===== config.mk =====
export PLATFORM = sky130hd
export DESIGN_NAME = core_sequencer
export DESIGN_NICKNAME = d
export VERILOG_FILES = /design/src/rtl/core_sequencer.sv
export SDC_FILE = /design/constraint.sdc
export NUM_CORES = 1
export LEC_CHECK = 0
export BUFFER_PORTS_ARGS = -buffer_cell sky130_fd_sc_hd__buf_2
export CAP_MARGIN = 20
export CORE_UTILIZATION = 57
export CTS_CLUSTER_SIZE = 24
export DETAILED_ROUTE_END_ITERATION = 10
export HOLD_SLACK_MARGIN = 0.02
export PLACE_DENSITY = 0.83
export SLEW_MARGIN = 5
export SYNTH_ARGS = -nofsm -noshare
export SYNTH_HDL_FRONTEND = slang
export SYNTH_SLANG_ARGS = --single-unit

===== constraint.sdc =====
create_clock -name clk -period 3.1 [get_ports clk]
set_input_delay 0.155 -clock clk [delete_from_list [all_inputs] [get_ports clk]]
set_output_delay 0.155 -clock clk [all_outputs]
set_load 0.01 [all_outputs]

===== src/rtl/core_sequencer.sv =====
// Stage sequencer for the multi-cycle RV32 core: cycles a slot counter through a
// configurable schedule and drives one active-low-enable hold per pipeline stage.
module core_sequencer #(
  parameter int unsigned                    PERIOD      = 8,
  parameter int unsigned                    CNT_W       = 3,
  parameter int unsigned                    NUM_STAGES  = 3,
  parameter logic [NUM_STAGES*CNT_W-1:0]    STAGE_SLOTS = {3'd5, 3'd4, 3'd0},
  parameter int unsigned                    RET_W       = 32
) (
  input  logic                  clk,
  input  logic                  rst,
  input  logic                  en,
  input  logic                  stall_req,
  input  logic                  retire_early,
  output logic [NUM_STAGES-1:0] hold,
  output logic [CNT_W-1:0]      slot,
  output logic                  running,
  output logic                  retire,
  output logic [RET_W-1:0]      instret
);

  localparam logic [CNT_W-1:0] LAST_SLOT = CNT_W'(PERIOD - 1);

  typedef enum logic [1:0] {
    IDLE  = 2'd0,
    RUN   = 2'd1,
    DRAIN = 2'd2
  } state_e;

  state_e             state_q, state_d;
  logic [CNT_W-1:0]   slot_q, slot_d;
  logic [RET_W-1:0]   instret_q, instret_d;
  logic               advance;
  logic               wrap;

  always_ff @(posedge clk) begin
    if (rst) begin
      state_q   <= IDLE;
      slot_q    <= '0;
      instret_q <= '0;
    end else begin
      state_q   <= state_d;
      slot_q    <= slot_d;
      instret_q <= instret_d;
    end
  end

  // Reset overrides everything, so an abandoned instruction never retires or enables a stage.
  always_comb begin
    state_d   = state_q;
    slot_d    = slot_q;
    instret_d = instret_q;
    hold      = '1;

    advance = (state_q != IDLE) && !stall_req && !rst;
    wrap    = advance && ((slot_q == LAST_SLOT) || retire_early);

    if (wrap) begin
      slot_d    = '0;
      instret_d = instret_q + RET_W'(1);
    end else if (advance) begin
      slot_d = slot_q + CNT_W'(1);
    end

    unique case (state_q)
      IDLE:    if (en) state_d = RUN;
      RUN:     if (!en) state_d = DRAIN;
      DRAIN: begin
        if (en)        state_d = RUN;
        else if (wrap) state_d = IDLE;
      end
      default: state_d = IDLE;
    endcase

    for (int i = 0; i < int'(NUM_STAGES); i++) begin
      hold[i] = !(advance && (slot_q == STAGE_SLOTS[i*int'(CNT_W) +: CNT_W]));
    end

    retire  = wrap;
    running = (state_q != IDLE);
    slot    = slot_q;
    instret = instret_q;
  end

endmodule


### Word-level counts from Yosys, hierarchy flattened

Index checks and enable logic that the tools add are counted.

* equal/unequal tests: 8
* multiplexer cells: 5
* $add $sub $neg: 2
* reductions and logical operators: 17

Operator list (count)
* $add A32 B1 Y32 const B: 1
* $eq A3 B3 Y1 const B: 3
* $mux W2: 4
* $logic_and A1 B1 Y1: 6
* $pmux W2 S3: 1
* $logic_not A1 Y1: 5
* $ne A2 B2 Y1 const B: 2
* $add A3 B1 Y3 const B: 1
* $logic_not A3 Y1: 1
* $ne A3 B3 Y1 const B: 1
* $reduce_and A3 Y1: 1
* $eq A2 B1 Y1 const B: 1
* $eq A2 B2 Y1 const B: 1
* $logic_not A2 Y1: 1
* $reduce_bool A2 Y1: 1
* $reduce_or A2 Y1: 1
* $logic_or A1 B1 Y1: 1

* output and inout bits: 40
* register bits: 37
* logic and storage cells: 35
* input port bits: 5

### Longest topological paths before layout

* depth after elaboration: 7
* mapped depth: 7

### Worst setup path before layout

No wires, ideal clock.

* path type: register -> register
* start: register slot_q[0], in the netlist slot[0]
* end: register instret_q[26], in the netlist instret[26]
* cell stages (with the launch flop): 8
* path buffers: 1
* slack: 950 ps
* library setup time: 123 ps
* required time: 2977 ps
* data arrival time: 2026 ps
* period minus slack after synthesis: 2150 ps
* cells stage by stage: dfxtp_1 -> ha_1 -> ha_1 -> o21ai_0 -> or3_4 -> clkbuf_1 -> nor4_2 -> mux2_1

* cells in the longest elaborated chain, start to end: 3

Ends and longest elaborated chain
* from (decl): line 31 `logic [CNT_W-1:0] slot_q, slot_d;`
* from (signal assigned): line 43 `slot_q <= slot_d;`
* $eq A3 B3 Y1: line 56 `wrap = advance && ((slot_q == LAST_SLOT) || retire_early);`
* $logic_or A1 B1 Y1: line 56
* $logic_and A1 B1 Y1: line 56
* to (signal assigned): line 44 `instret_q <= instret_d;`
* to (decl): line 32 `logic [RET_W-1:0] instret_q, instret_d;`

Every way passes these cells.
A chain may end at the register's enable or synchronous reset.

### Final worst setup path

* start: register slot_q[0], in the netlist slot[0]
* end: register instret_q[13], in the netlist instret[13]

Same word-level chain as after synthesis.

==> reports/qor.txt <==
status: finished, final reports clean
Syn Area/Cell: 8.65 sq um
CP Data Required Time: 3.35 ns
first-pass GRT wire length: 7130 microns
CP dominant cell by count: ha_1
Worst Skew: 0.0134 ns
Slew HR: 50.7%
register area share after synthesis: 36.9%
initial antenna violation count: 0
Syn Inst Count: 232
ANT nets after route: 0
die width: 61.3 microns
startpoint types: register
hold_ws: 0.258 ns
Synth Cell Area: 2010 sq um
clk buf depth: 2
via count: 1869
H-tree lvl count: 2
die footprint: 3760 sq um
FF+latch count, synth: 37
fmax: 0.441 GHz
DRC viols: 0
Placer Congestion: 0.784
Leakage: 0.890 nW
FILL cells: 314
clock sinks: 37
Synth Warn #: 0
critical path arrival: 2.51 ns
Die H: 61.3 microns
initial core utilization: 59.6%
clock transition at the registers of the reported paths: 0.10 ns
Seq. cell area: 741 sq um
Crit Path Category: reg -> reg
Hold-fix buffers, CTS: 2
Crit Path Max Fanout: 14
Post-CTS Setup Bufs: 0
Worst Hold Class: in -> reg
largest stage delay on the critical path: 0.45 ns
Num CTS Buffers: 5
Vias per Instance: 5.88
CTS tree: yes
Final Cycle Share: 73.1%
Overall Global Routing Usage: 25.9%
num rows: 21
Root Driver: clkbuf_4
commonest non-fill, non-tap cell in the layout: buf_2
RSZ-0062 raised after global routing: false
IO buf count: 44
most frequent cells in the layout: 44 x buf_2, 37 x dfxtp_1, 22 x nor2_1, 16 x a21oi_1
Slew Viols, Final: 0
Core ar.: 3360 sq um
routed length per instance: 14.0 microns
Final Hold Violating Endpoints: 0
# diodes: 0
Least-Margin Pin Slew: 0.739 ns
syn_nets: 242
share of cells above drive strength 1: 22.8%
maximum VDD drop: 275 uV
Synth cell types: 39
final net count: 282
Slowest-stage cell, CP: nor4_1
area of the multi-input gates: 1160 sq um
Critical Path, Cell by Cell: ha_1 -> ha_1 -> o211a_1 -> nand3_1 -> nor4_1 -> mux2_1
Setup TNS Final: 0 ns
initial DRC count: 92
vias in the first global route: 1658
largest net degree at the start of global routing: 47
post_cts resized: 0
MaxCap Viol Count: 0
GRT overflow: 0
drt total wl: 4440 microns
P&R area growth vs syn: 14.5%
Clk Latency, worst-skew pair: 0.36 ns
# IOs: 45
crit end category: register
DRT Pass-1 Iters: 4
DP HPWL: 3070 microns
pwr dens: 342 nW/um^2
Final min period: 2.27 ns
Final Setup Violations: 0
-- layout make-up --
| class | instances | area share, % |
|---|---|---|
| clock buffers | 7 | 2.40 |
| inverters | 9 | 1.47 |
| multi-input cells | 172 | 50.6 |
| flip-flops and latches | 37 | 32.2 |
| well taps | 46 | 2.51 |
| repair buffers | 47 | 10.8 |
-- through the flow --
step / cells / utilization [%] / setup WS, ns / area [sq um] / total power, W
after floorplan: 232 / - / 0.950 / 2010 / 0.000516
after global placement: 309 / 66.1 / 0.965 / 2220 / 0.000526
after detailed placement: 309 / 66.1 / 0.888 / 2220 / 0.000527
after CTS: 318 / 68.3 / 0.868 / 2300 / 0.000788
after global routing: 318 / 68.3 / 0.612 / 2300 / 0.000812
final: 318 / 68.3 / 0.835 / 2300 / 0.000786
-- cells by family after synthesis --
kind of cell	Yosys count	share of synthesized area (%)
mux	14	7.74
simple gates	111	33.3
buf+inv	23	5.11
fa+ha+maj	5	3.12
flops	37	36.9
xor+xnor	7	3.06
compound gates	35	10.7
-- state kept, by name, summed over array words and instances, names as in the netlist --
signal	cells
instret	32
slot	3
state_q	2
-- metal layers --
layer  vias up  GRT usage (%)  routed length, microns
met5         -              0                       0
met2        44           44.4                    2190
met3        10           6.72                     166
met1       880           30.6                    1990
met4         0           11.0                      98
li1        935              -                       -
-- power by group --
group          internal [W]  switching [W]
combinational     0.0000131      0.0000252
sequential         0.000477     0.00000247
clock              0.000107       0.000161
total              0.000598       0.000188
-- critical path, delay by kind of cell (launching register included) --
| kind | cells | cell delay (ns) |
|---|---|---|
| mux | 1 | 0.36 |
| simple gates | 2 | 0.82 |
| compound gates | 1 | 0.20 |
| flops | 1 | 0.42 |
| fa+ha+maj | 2 | 0.37 |
-- path summary, 6_finish.rpt --
kind	startpoint	endpoint	slack, ns	cells past startpoint
hold / removal	stall_req	instret[3]	0.26	5
setup reg to reg	slot[0]	instret[13]	0.83	6
setup / recovery	slot[0]	instret[13]	0.83	6
hold reg to reg	state_q[1]	state_q[0]	0.47	1
-- Yosys cell counts (all sizes together) --
cell type / number / area share (%)
dfxtp: 37 / 37
nor2: 22 / 4.1
a21oi: 16 / 4.0
nor4: 14 / 6.2
or4: 13 / 5.1
mux2: 12 / 6.7
nand2: 12 / 2.2
clkbuf: 11 / 2.1
nand3: 11 / 2.7
nor2b: 11 / 3.4
o31ai: 10 / 3.7
inv: 9 / 1.7
nand4: 9 / 2.8
ha: 5 / 3.1
nor3: 5 / 1.5
o21ai: 5 / 1.2
or3: 5 / 1.8
xnor2: 4 / 1.7
and4: 3 / 1.3
buf: 3 / 1.4
xor2: 3 / 1.3
and3: 2 / 0.62
mux2i: 2 / 1.0
a211oi: 1 / 0.37
and2: 1 / 0.31
nand3b: 1 / 0.37
nand4b: 1 / 0.44
o2111ai: 1 / 0.44
o211a: 1 / 0.50
o41ai: 1 / 0.44
or2: 1 / 0.31
Power figures use the tool's default switching activity.
